===== src/rtl/data_memory_ctrl.sv =====
// Parametrised data memory with valid/ready requests, configurable wait states and a post-reset pattern loader.
// Optional macro DMEM_PARITY_EN adds a per-word even-parity bit and the par_inject input.
module data_memory_ctrl #(
  parameter int unsigned DATA_W      = 8,
  parameter int unsigned ADDR_W      = 8,
  parameter int unsigned DEPTH       = 32,
  parameter int unsigned WAIT_STATES = 1
) (
  input  logic              clk,
  input  logic              reset,
  input  logic              req_valid,
  output logic              req_ready,
  input  logic              req_write,
  input  logic [ADDR_W-1:0] req_addr,
  input  logic [DATA_W-1:0] req_wdata,
`ifdef DMEM_PARITY_EN
  input  logic              par_inject,
`endif
  output logic              rsp_valid,
  output logic [DATA_W-1:0] rsp_rdata,
  output logic              rsp_err,
  output logic              init_busy,
  output logic [1:0]        dbg_state
);

  // Handshake: a request is taken on a rising edge where req_valid && req_ready;
  // req_ready is high only in IDLE, and rsp_valid is a one-cycle completion pulse.

  localparam int unsigned IDX_W = (DEPTH > 1) ? $clog2(DEPTH) : 1;
  localparam int unsigned CMP_W = ((ADDR_W > 32) ? ADDR_W : 32) + 1;
`ifdef DMEM_PARITY_EN
  localparam int unsigned MEM_W = DATA_W + 1;
`else
  localparam int unsigned MEM_W = DATA_W;
`endif
  localparam logic [IDX_W-1:0] HALF    = IDX_W'(DEPTH / 2);
  localparam logic [IDX_W-1:0] LAST    = IDX_W'(DEPTH - 1);
  localparam logic [2:0]       WS_LOAD = 3'(WAIT_STATES);

  typedef enum logic [1:0] {
    ST_INIT = 2'd0,
    ST_IDLE = 2'd1,
    ST_WAIT = 2'd2
  } state_t;

  state_t              state_q, state_d;
  logic [IDX_W-1:0]    init_cnt_q, init_cnt_d;
  logic [2:0]          wait_cnt_q, wait_cnt_d;
  logic                write_q, write_d;
  logic [ADDR_W-1:0]   addr_q, addr_d;
  logic [DATA_W-1:0]   wdata_q, wdata_d;
  logic                inj_q, inj_d;
  logic                rsp_valid_q, rsp_valid_d;
  logic [DATA_W-1:0]   rsp_rdata_q, rsp_rdata_d;
  logic                rsp_err_q, rsp_err_d;

  logic [MEM_W-1:0]    mem [DEPTH];
  logic                mem_we;
  logic [IDX_W-1:0]    mem_idx;
  logic [MEM_W-1:0]    mem_wword;
  logic [MEM_W-1:0]    mem_rword;
  logic [DATA_W-1:0]   init_val;
  logic                addr_ok;
  logic                par_bad;
  logic                inj_in;

`ifdef DMEM_PARITY_EN
  assign inj_in  = par_inject;
  assign par_bad = ^mem_rword;
`else
  assign inj_in  = 1'b0;
  assign par_bad = 1'b0;
`endif

  // Range check in a width wide enough that no address bit is dropped.
  assign addr_ok   = (CMP_W'(addr_q) < CMP_W'(DEPTH));
  assign mem_rword = mem[addr_q[IDX_W-1:0]];

  always_comb begin
    if (init_cnt_q < HALF) init_val = DATA_W'(init_cnt_q);
    else                   init_val = DATA_W'(0) - DATA_W'(init_cnt_q - HALF);
  end

  always_comb begin
    state_d     = state_q;
    init_cnt_d  = init_cnt_q;
    wait_cnt_d  = wait_cnt_q;
    write_d     = write_q;
    addr_d      = addr_q;
    wdata_d     = wdata_q;
    inj_d       = inj_q;
    rsp_valid_d = 1'b0;
    rsp_rdata_d = rsp_rdata_q;
    rsp_err_d   = 1'b0;
    mem_we      = 1'b0;
    mem_idx     = addr_q[IDX_W-1:0];
`ifdef DMEM_PARITY_EN
    mem_wword   = {(^wdata_q) ^ inj_q, wdata_q};
`else
    mem_wword   = wdata_q;
`endif
    case (state_q)
      ST_INIT: begin
        mem_we     = 1'b1;
        mem_idx    = init_cnt_q;
`ifdef DMEM_PARITY_EN
        mem_wword  = {^init_val, init_val};
`else
        mem_wword  = init_val;
`endif
        init_cnt_d = init_cnt_q + 1'b1;
        if (init_cnt_q == LAST) state_d = ST_IDLE;
      end
      ST_IDLE: begin
        if (req_valid) begin
          write_d    = req_write;
          addr_d     = req_addr;
          wdata_d    = req_wdata;
          inj_d      = inj_in;
          wait_cnt_d = WS_LOAD;
          state_d    = ST_WAIT;
        end
      end
      ST_WAIT: begin
        if (wait_cnt_q != 3'd0) begin
          wait_cnt_d = wait_cnt_q - 3'd1;
        end else begin
          state_d     = ST_IDLE;
          rsp_valid_d = 1'b1;
          if (!addr_ok) begin
            rsp_rdata_d = '0;
            rsp_err_d   = 1'b1;
          end else if (write_q) begin
            mem_we = 1'b1;
          end else begin
            rsp_rdata_d = mem_rword[DATA_W-1:0];
            rsp_err_d   = par_bad;
          end
        end
      end
      default: state_d = ST_INIT;
    endcase
  end

  always_ff @(posedge clk or posedge reset) begin
    if (reset) begin
      state_q     <= ST_INIT;
      init_cnt_q  <= '0;
      wait_cnt_q  <= '0;
      write_q     <= 1'b0;
      addr_q      <= '0;
      wdata_q     <= '0;
      inj_q       <= 1'b0;
      rsp_valid_q <= 1'b0;
      rsp_rdata_q <= '0;
      rsp_err_q   <= 1'b0;
    end else begin
      state_q     <= state_d;
      init_cnt_q  <= init_cnt_d;
      wait_cnt_q  <= wait_cnt_d;
      write_q     <= write_d;
      addr_q      <= addr_d;
      wdata_q     <= wdata_d;
      inj_q       <= inj_d;
      rsp_valid_q <= rsp_valid_d;
      rsp_rdata_q <= rsp_rdata_d;
      rsp_err_q   <= rsp_err_d;
    end
  end

  // Array has no reset: the INIT walk rewrites every entry after each reset.
  always_ff @(posedge clk) begin
    if (mem_we) mem[mem_idx] <= mem_wword;
  end

  assign req_ready = (state_q == ST_IDLE);
  assign init_busy = (state_q == ST_INIT);
  assign rsp_valid = rsp_valid_q;
  assign rsp_rdata = rsp_rdata_q;
  assign rsp_err   = rsp_err_q;
  assign dbg_state = state_q;

endmodule


===== config.mk =====
export PLATFORM = sky130hd
export DESIGN_NAME = data_memory_ctrl
export DESIGN_NICKNAME = d
export VERILOG_FILES = /design/src/rtl/data_memory_ctrl.sv
export SDC_FILE = /design/constraint.sdc
export NUM_CORES = 1
export LEC_CHECK = 0
export CORE_MARGIN = 1.5
export CORE_UTILIZATION = 40
export CTS_CLUSTER_DIAMETER = 40
export DETAILED_ROUTE_END_ITERATION = 7
export MAX_ROUTING_LAYER = met4
export SYNTH_ARGS = -nofsm -noshare
export SYNTH_HDL_FRONTEND = slang
export SYNTH_SLANG_ARGS = --single-unit

===== constraint.sdc =====
create_clock -name clk -period 7.9 [get_ports clk]
set_clock_uncertainty 0.2 [all_clocks]
set_input_delay 1.58 -clock clk [delete_from_list [all_inputs] [get_ports clk]]
set_output_delay 1.58 -clock clk [all_outputs]
set_load 0.02 [all_outputs]

==> impl_results.md, run 1 <==
- DPL Wire Length: 16000 um
- Final setup vio count: 0
- Initial DRT Pass Iterations: 6
- Min Tclk post-route: 4.25 ns
- Total standard cell area after synthesis: 0.0119 sq mm
- Top delay family on crit path: buffers and inverters
- Static power due to leakage: 0.00464 uW
- Total detailed-routing wirelength: 26200 um
- VDD IR-drop max: 0.000176 V
- Pwr dens: 433 mW/mm^2
- Worst Hold Margin: 0.308 ns
- Nets: 725
- Antenna violations before repair: 0
- Die Area: 0.0307 sq mm
- Register bit total from synthesis: 293
- Number of enable-type register cells in the synthesized netlist: 256
- Final worst path period share: 53.9%
- R2R setup slack: 4.43 ns
- Fraction of power consumed by sequential logic: 42.4%
- Number of rows in the core area: 62
- Number of global-route vias before repair: 6475
- Final max-slew violation count: 0
- Share of total power in combinational logic: 29.6%
- Timing-limited maximum frequency: 0.235 GHz
- Growth of design area from synthesis to finish: 16.6%
- TritonCTS clock tree: yes
- Vias per cell: 5.49
- Critical path data arrival time: 2.47 ns
- Number of DRC markers in iteration 0: 556
- Asr flop ratio synth: 12.6%
- Drt drc: 0
- Die Width: 175 um
- Total setup buffers inserted after CTS: 0
- Run status: completed
- Clock insertion delay at the later pin of the skew report: 0.52 ns
- Number of top-level pins: 34
- List of cells traversed by the critical path: or2_2, inv_2, clkdlybuf4s50_1
- N_diodes: 0
- Core occupancy in the finished layout: 47.9%
- Buffer depth of the longest clock path: 3
- Part of the total power dissipated in the clock network: 28.0%
- Worst-path clk slew: 0.05 ns
- Final hold vios: 0
- Total number of clock tree sinks: 293
- Total global routing overflow: 0
- Yosys warning total: 0
- Internal Pwr Total: 4000 uW
- Fraction of layout cells with a size suffix above 1: 22.4%
- Number of gates resized after cts: 0
- Initial Util: 41.1%
- Largest stage delay, worst path: 0.69 ns
- Most common flop cell mapped by yosys: edfxtp_1
- Clock root buffer master: clkbuf_16
- Tightest slew margin relative to the limit: 18.9%
- Switching part of the total: 33.3%
- Type of the setup path with the least slack: register to output pin
- Worst-Margin Slew: 1.22 ns
- First-pass GRT wire length: 40600 um
- Placer Congestion: 0.847
- Sequential share of the synthesized area: 72.5%
- WL per Instance: 23.6 um
- Largest net degree at the start of global routing: 53
- Area of the placeable core: 0.0289 sq mm
- DRT antenna net count: 0
- Number of H-tree branching levels: 2
- Critical Path Sink Type: output pin
- Cts-stage hold buffer count: 0
- Mean post-synth cell area: 18.3 sq um
- RSZ-0062 raised after global routing: no
- Total Negative Setup Slacks: 0 ns
- Total CTS buffers: 37
- Critical-path maximum fanout: 25
- Height of the die: 175 um
- CP max stage cell: clkdlybuf4s50_1
- Number of max-cap violations: 0
- Via count of the routed design: 6100
- Total nets after synthesis: 675
- Crit path launch type: register
- Cells after Synth: 650
- Count of buffers from port buffering: 33
- Post-synth cell types: 58
- All-layer global routing usage: 18.3%
- Combined buffer and inverter count along the critical path: 2
- Switching power: 2000 uW
- Worst min path class: register to register
- Data required time of the worst path: 6.12 ns
## registers in the layout (all words and copies together) (netlist names)
register / cells
rsp_valid: 1
wait_cnt_q: 3
dbg_state: 2
rsp_rdata: 8
write_q: 1
addr_q: 8
init_cnt_q: 5
rsp_err: 1
wdata_q: 8
mem: 256
## per-layer routing
metal	vias to the layer above	share of wire (%)	global-route usage, %
li1	2702	-	-
met1	3155	44	25.0
met2	199	48	28.5
met3	44	6.0	3.05
met4	0	2.0	5.38
met5	-	0	-
## synthesized netlist by cell type, types with 6 or more instances
| cell type | count | share of area [%] |
|---|---|---|
| clkbuf_1 | 10 | 0.32 |
| buf_4 | 9 | 0.57 |
| inv_1 | 8 | 0.25 |
| a22o_1 | 6 | 0.44 |
| nand2_1 | 46 | 1.5 |
| o21ai_0 | 9 | 0.38 |
| a31oi_1 | 9 | 0.47 |
| nor2b_1 | 7 | 0.37 |
| mux4_2 | 52 | 9.9 |
| mux2i_1 | 32 | 2.7 |
| a22oi_1 | 7 | 0.44 |
| dfrtp_1 | 37 | 7.8 |
| edfxtp_1 | 256 | 65 |
| buf_2 | 12 | 0.51 |
| nor2_1 | 37 | 1.2 |
| mux2_2 | 23 | 2.2 |
## through the flow
step / instances / area [sq um] / power, uW / setup WS (ns)
CTS: 1111 / 13900 / 6060 / 3.64
finish: 1111 / 13900 / 6000 / 3.65
global route: 1111 / 13900 / 6280 / 3.55
global placement: 1045 / 12600 / 4300 / 4.23
floorplan: 650 / 11900 / 3710 / 4.55
detailed placement: 1045 / 12600 / 4360 / 4.18
## power by group through the flow
| stage | logic [uW] | registers, uW | clock network (uW) |
|---|---|---|---|
| finish | 1780 | 2540 | 1680 |
| global route | 1920 | 2580 | 1780 |
| CTS | 1800 | 2550 | 1710 |
| detailed placement | 1790 | 2580 | 0 |
| global placement | 1740 | 2560 | 0 |
| floorplan | 1240 | 2470 | 0 |
## cells in the final DEF (no fill, tap or decap), types with 5 or more instances in the layout
master / count
edfxtp_1: 256
mux4_2: 52
nand2_1: 46
nor2_1: 37
clkbuf_16: 37
dfrtp_1: 34
clkdlybuf4s50_1: 33
mux2i_1: 32
mux2_2: 23
buf_4: 12
a31oi_1: 9
inv_1: 8
nor2b_1: 7
a22oi_1: 7
a22o_1: 6
a21oi_1: 5
a21o_1: 5
o21ai_2: 5
ha_1: 5
clkinv_4: 5
inv_6: 5
## final timing paths
kind	start	to	cells after the start
setup reg to reg	addr_q[0]	mem[27][0]	4
min in group asynchronous	reset	rsp_err	3
hold reg to reg	wdata_q[0]	wdata_q[0]	1
hold / removal	wdata_q[0]	wdata_q[0]	1
max in group asynchronous	reset	addr_q[0]	3
setup / recovery	dbg_state[0]	init_busy	3
## cells by family (layout without fill, tap and decap cells)
kind of cell | after synthesis | in the layout | share of synthesized area [%]
AOI/OAI and AO/OA | 74 | 74 | 4.70
and+or+nand+nor | 121 | 121 | 4.75
xor gates and xnor gates | 5 | 5 | 0.369
buffers and inverters | 43 | 120 | 1.99
adders and majority gates | 5 | 5 | 0.527
muxes | 109 | 109 | 15.2
DFF | 293 | 293 | 72.5
## layout make-up
cell class                      count  area (sq um)
Fill cell                        2356         15100
Sequential cell                   293          8620
Multi-Input combinational cell    314          3050
Clock buffer                       41           941
Tap cell                          384           480
Timing Repair Buffer               45           420
Clock inverter                     25           305
Inverter                            9          33.8
Power figures use the tool's default switching activity.
==> run 2, diff against run 1 <==
==> constraint.sdc (replaced) <==
create_clock -name clk -period 4.14 [get_ports clk]
set_clock_uncertainty 0.2 [all_clocks]
set_input_delay 0.828 -clock clk [delete_from_list [all_inputs] [get_ports clk]]
set_output_delay 0.828 -clock clk [all_outputs]
set_load 0.02 [all_outputs]
==> run 2 against run 1 <==
Net effect: via count grew 3.4%; final area is essentially flat; first-iteration DRC count shrank 9.5%; critical path type unchanged; power grew 93%; largest cell class unchanged; utilization is essentially flat; sequential power grew 96%; clock-buffer cell count grew 1; register-to-register slack lost 3.6 ns; non-clock buffer count grew 3; highest routed layer unchanged.
==> impl_results.md, run 2 (synthesis gave the netlist of run 1 again) <==
- Nets: 727 (was 725)
- Dpl cell area: 0.0127 sq mm (was 0.0126 sq mm)
- Via count of the routed design: 6308 (was 6100)
- Number of H-tree branching levels: 2 (unchanged)
- TritonCTS clock tree: yes (unchanged)
- Internal Pwr Total: 7580 uW (was 4000 uW)
- Total global routing overflow: 0 (unchanged)
- Growth of design area from synthesis to finish: 16.6% (about the same)
- Worst Hold Margin: 0.310 ns (was 0.308 ns)
- Timing-limited maximum frequency: 0.277 GHz
- Buffer depth of the longest clock path: 3 (unchanged)
- All-layer global routing usage: 19.3% (was 18.3%)
- Worst-path clk slew: 0.05 ns (about the same)
- Core occupancy in the finished layout: 47.9% (about the same)
- Switching part of the total: 34.6% (was 33.3%)
- N_diodes: 0 (unchanged)
- Crit. Startpoint: dbg_state[0] (unchanged)
- Antenna violations before repair: 0 (unchanged)
- Clock root buffer master: clkbuf_16 (unchanged)
- DPL Wire Length: 17300 um (was 16000 um)
- Total setup buffers inserted after CTS: 0 (unchanged)
- Most common library cell in the layout ignoring fill and taps: edfxtp_1 (unchanged)
- Placer Congestion: 0.805 (was 0.847)
- Fraction of layout cells with a size suffix above 1: 22.6% (was 22.4%)
- Number of DRC markers in iteration 0: 503 (was 556)
- Reg-to-reg startpoint: dbg_state[1] (was addr_q[0])
- Clock insertion delay at the later pin of the skew report: 0.52 ns (about the same)
- Final hold vios: 0 (unchanged)
- Static power due to leakage: 0.00465 uW (was 0.00464 uW)
- Min Tclk post-route: 3.61 ns
- Final worst path period share: 87.1%
- Die Area: 0.0307 sq mm (unchanged)
- Type of the setup path with the least slack: register to output pin (unchanged)
- Run status: completed (unchanged)
- Drt drc: 0 (unchanged)
- Die Width: 175 um (unchanged)
- Number of rows in the core area: 62 (unchanged)
- Fraction of power consumed by sequential logic: 43.0% (was 42.4%)
- Total CTS buffers: 36 (was 37)
- WL per Instance: 24.9 um (was 23.6 um)
- Worst min path class: register to register (unchanged)
- Switching power: 4000 uW (was 2000 uW)
- Total Negative Setup Slacks: 0 ns (unchanged)
- Initial DRT Pass Iterations: 5 (was 6)
- Height of the die: 175 um (unchanged)
- Worst-Margin Slew: 1.16 ns (was 1.22 ns)
- Number of global-route vias before repair: 6632 (was 6475)
- Origin of the worst min-delay path: rsp_rdata[5] (was wdata_q[0])
- Part of the total power dissipated in the clock network: 26.9% (was 28.0%)
- Data required time of the worst path: 3.11 ns (was 6.12 ns)
- Crit path launch type: register (unchanged)
- Pwr dens: 836 mW/mm^2 (was 433 mW/mm^2)
- Storage cell area: 0.00862 sq mm (unchanged)
- Critical-path maximum fanout: 25 (unchanged)
- Number of top-level pins: 34 (unchanged)
- Cell area after layout: 0.0139 sq mm (about the same)
- Final setup vio count: 0 (unchanged)
- RSZ-0062 raised after global routing: no (unchanged)
- Number of max-cap violations: 0 (unchanged)
- Largest net degree at the start of global routing: 44 (was 53)
- Tightest slew margin relative to the limit: 22.2% (was 18.9%)
- Number of gates resized after cts: 0 (unchanged)
- DRT antenna net count: 0 (unchanged)
- Total detailed-routing wirelength: 27800 um (was 26200 um)
- Flip-flop count of the largest register, all copies and words added: 256 (unchanged)
- Count of buffers from port buffering: 33 (unchanged)
- Most frequent cells in the layout: 256 x edfxtp_1, 52 x mux4_2, 46 x nand2_1, 37 x nor2_1, 37 x clkbuf_16 (unchanged)
- Initial Util: 41.1% (unchanged)
- Final max-slew violation count: 0 (unchanged)
- First-pass GRT wire length: 42400 um (was 40600 um)
- Cts-stage hold buffer count: 0 (unchanged)
- Multi-input combinational cell area: 0.00308 sq mm (was 0.00305 sq mm)
- Total number of clock tree sinks: 293 (unchanged)
- Critical path data arrival time: 2.58 ns (was 2.47 ns)
- Area of the placeable core: 0.0289 sq mm (unchanged)
- Share of total power in combinational logic: 30.2% (was 29.6%)
- Number of fillers in the final layout: 2372 (was 2356)
- Critical Path Sink Type: output pin (unchanged)
- Largest register by flop count: mem (unchanged)
- Vias per cell: 5.66 (was 5.49)
- VDD IR-drop max: 0.000578 V (was 0.000176 V)
==> run 2: cell count changes in the layout (fill, tap and decap cells not counted), sizes merged <==
cell      delta
buf          +3
bufinv       -1
clkbuf       +1
clkinv       -2
clkinvlp     -1
inv          +3
==> run 2: routing by layer <==
| layer | track usage [%] | wire [um] | vias up |
|---|---|---|---|
| li1 | - | - | 2709 |
| met1 | 25.8 | 11900 | 3284 |
| met2 | 30.4 | 13400 | 253 |
| met3 | 3.51 | 1820 | 62 |
| met4 | 5.88 | 719 | 0 |
| met5 | - | 0 | - |
==> run 2: worst max-delay path, cell delays in order (launching register included) <==
cell and delay [ns]:
dfrtp_1 0.45, or2_2 0.57, inv_2 0.34, clkdlybuf4s50_1 0.71
==> run 2: stage by stage <==
stage | setup WS, ns | std cells | power, uW
floorplan | 0.795 | 650 | 7070
global placement | 0.964 | 1048 | 8440
detailed placement | 0.920 | 1048 | 8530
CTS | 0.538 | 1114 | 11700
global route | 0.440 | 1114 | 12100
finish | 0.532 | 1114 | 11600
==> run 2: cell type report <==
cell class	instances	area share [%]
clock buffers	42	6.89
clock inverters	24	1.75
inverters	9	0.244
multi-input cells	314	22.2
flip-flops and latches	293	62.2
well taps	384	3.47
repair buffers	48	3.20
==> run 2: power by group through the flow <==
| stage | clock, uW | combinational (uW) | sequential (uW) |
|---|---|---|---|
| CTS | 3160 | 3520 | 4980 |
| global placement | 0 | 3430 | 5010 |
| finish | 3110 | 3490 | 4980 |
| global route | 3280 | 3740 | 5050 |
| floorplan | 0 | 2360 | 4720 |
| detailed placement | 0 | 3500 | 5030 |
==> run 2: path summary, 6_finish.rpt <==
check	cells past startpoint	slack [ns]	endpoint
setup / recovery	3	0.53	init_busy
hold / removal	1	0.31	rsp_rdata[5]
setup reg to reg	6	0.82	mem[13][7]
hold reg to reg	1	0.31	rsp_rdata[5]
max in group asynchronous	3	2.80	addr_q[0]
min in group asynchronous	3	0.54	rsp_rdata[7]
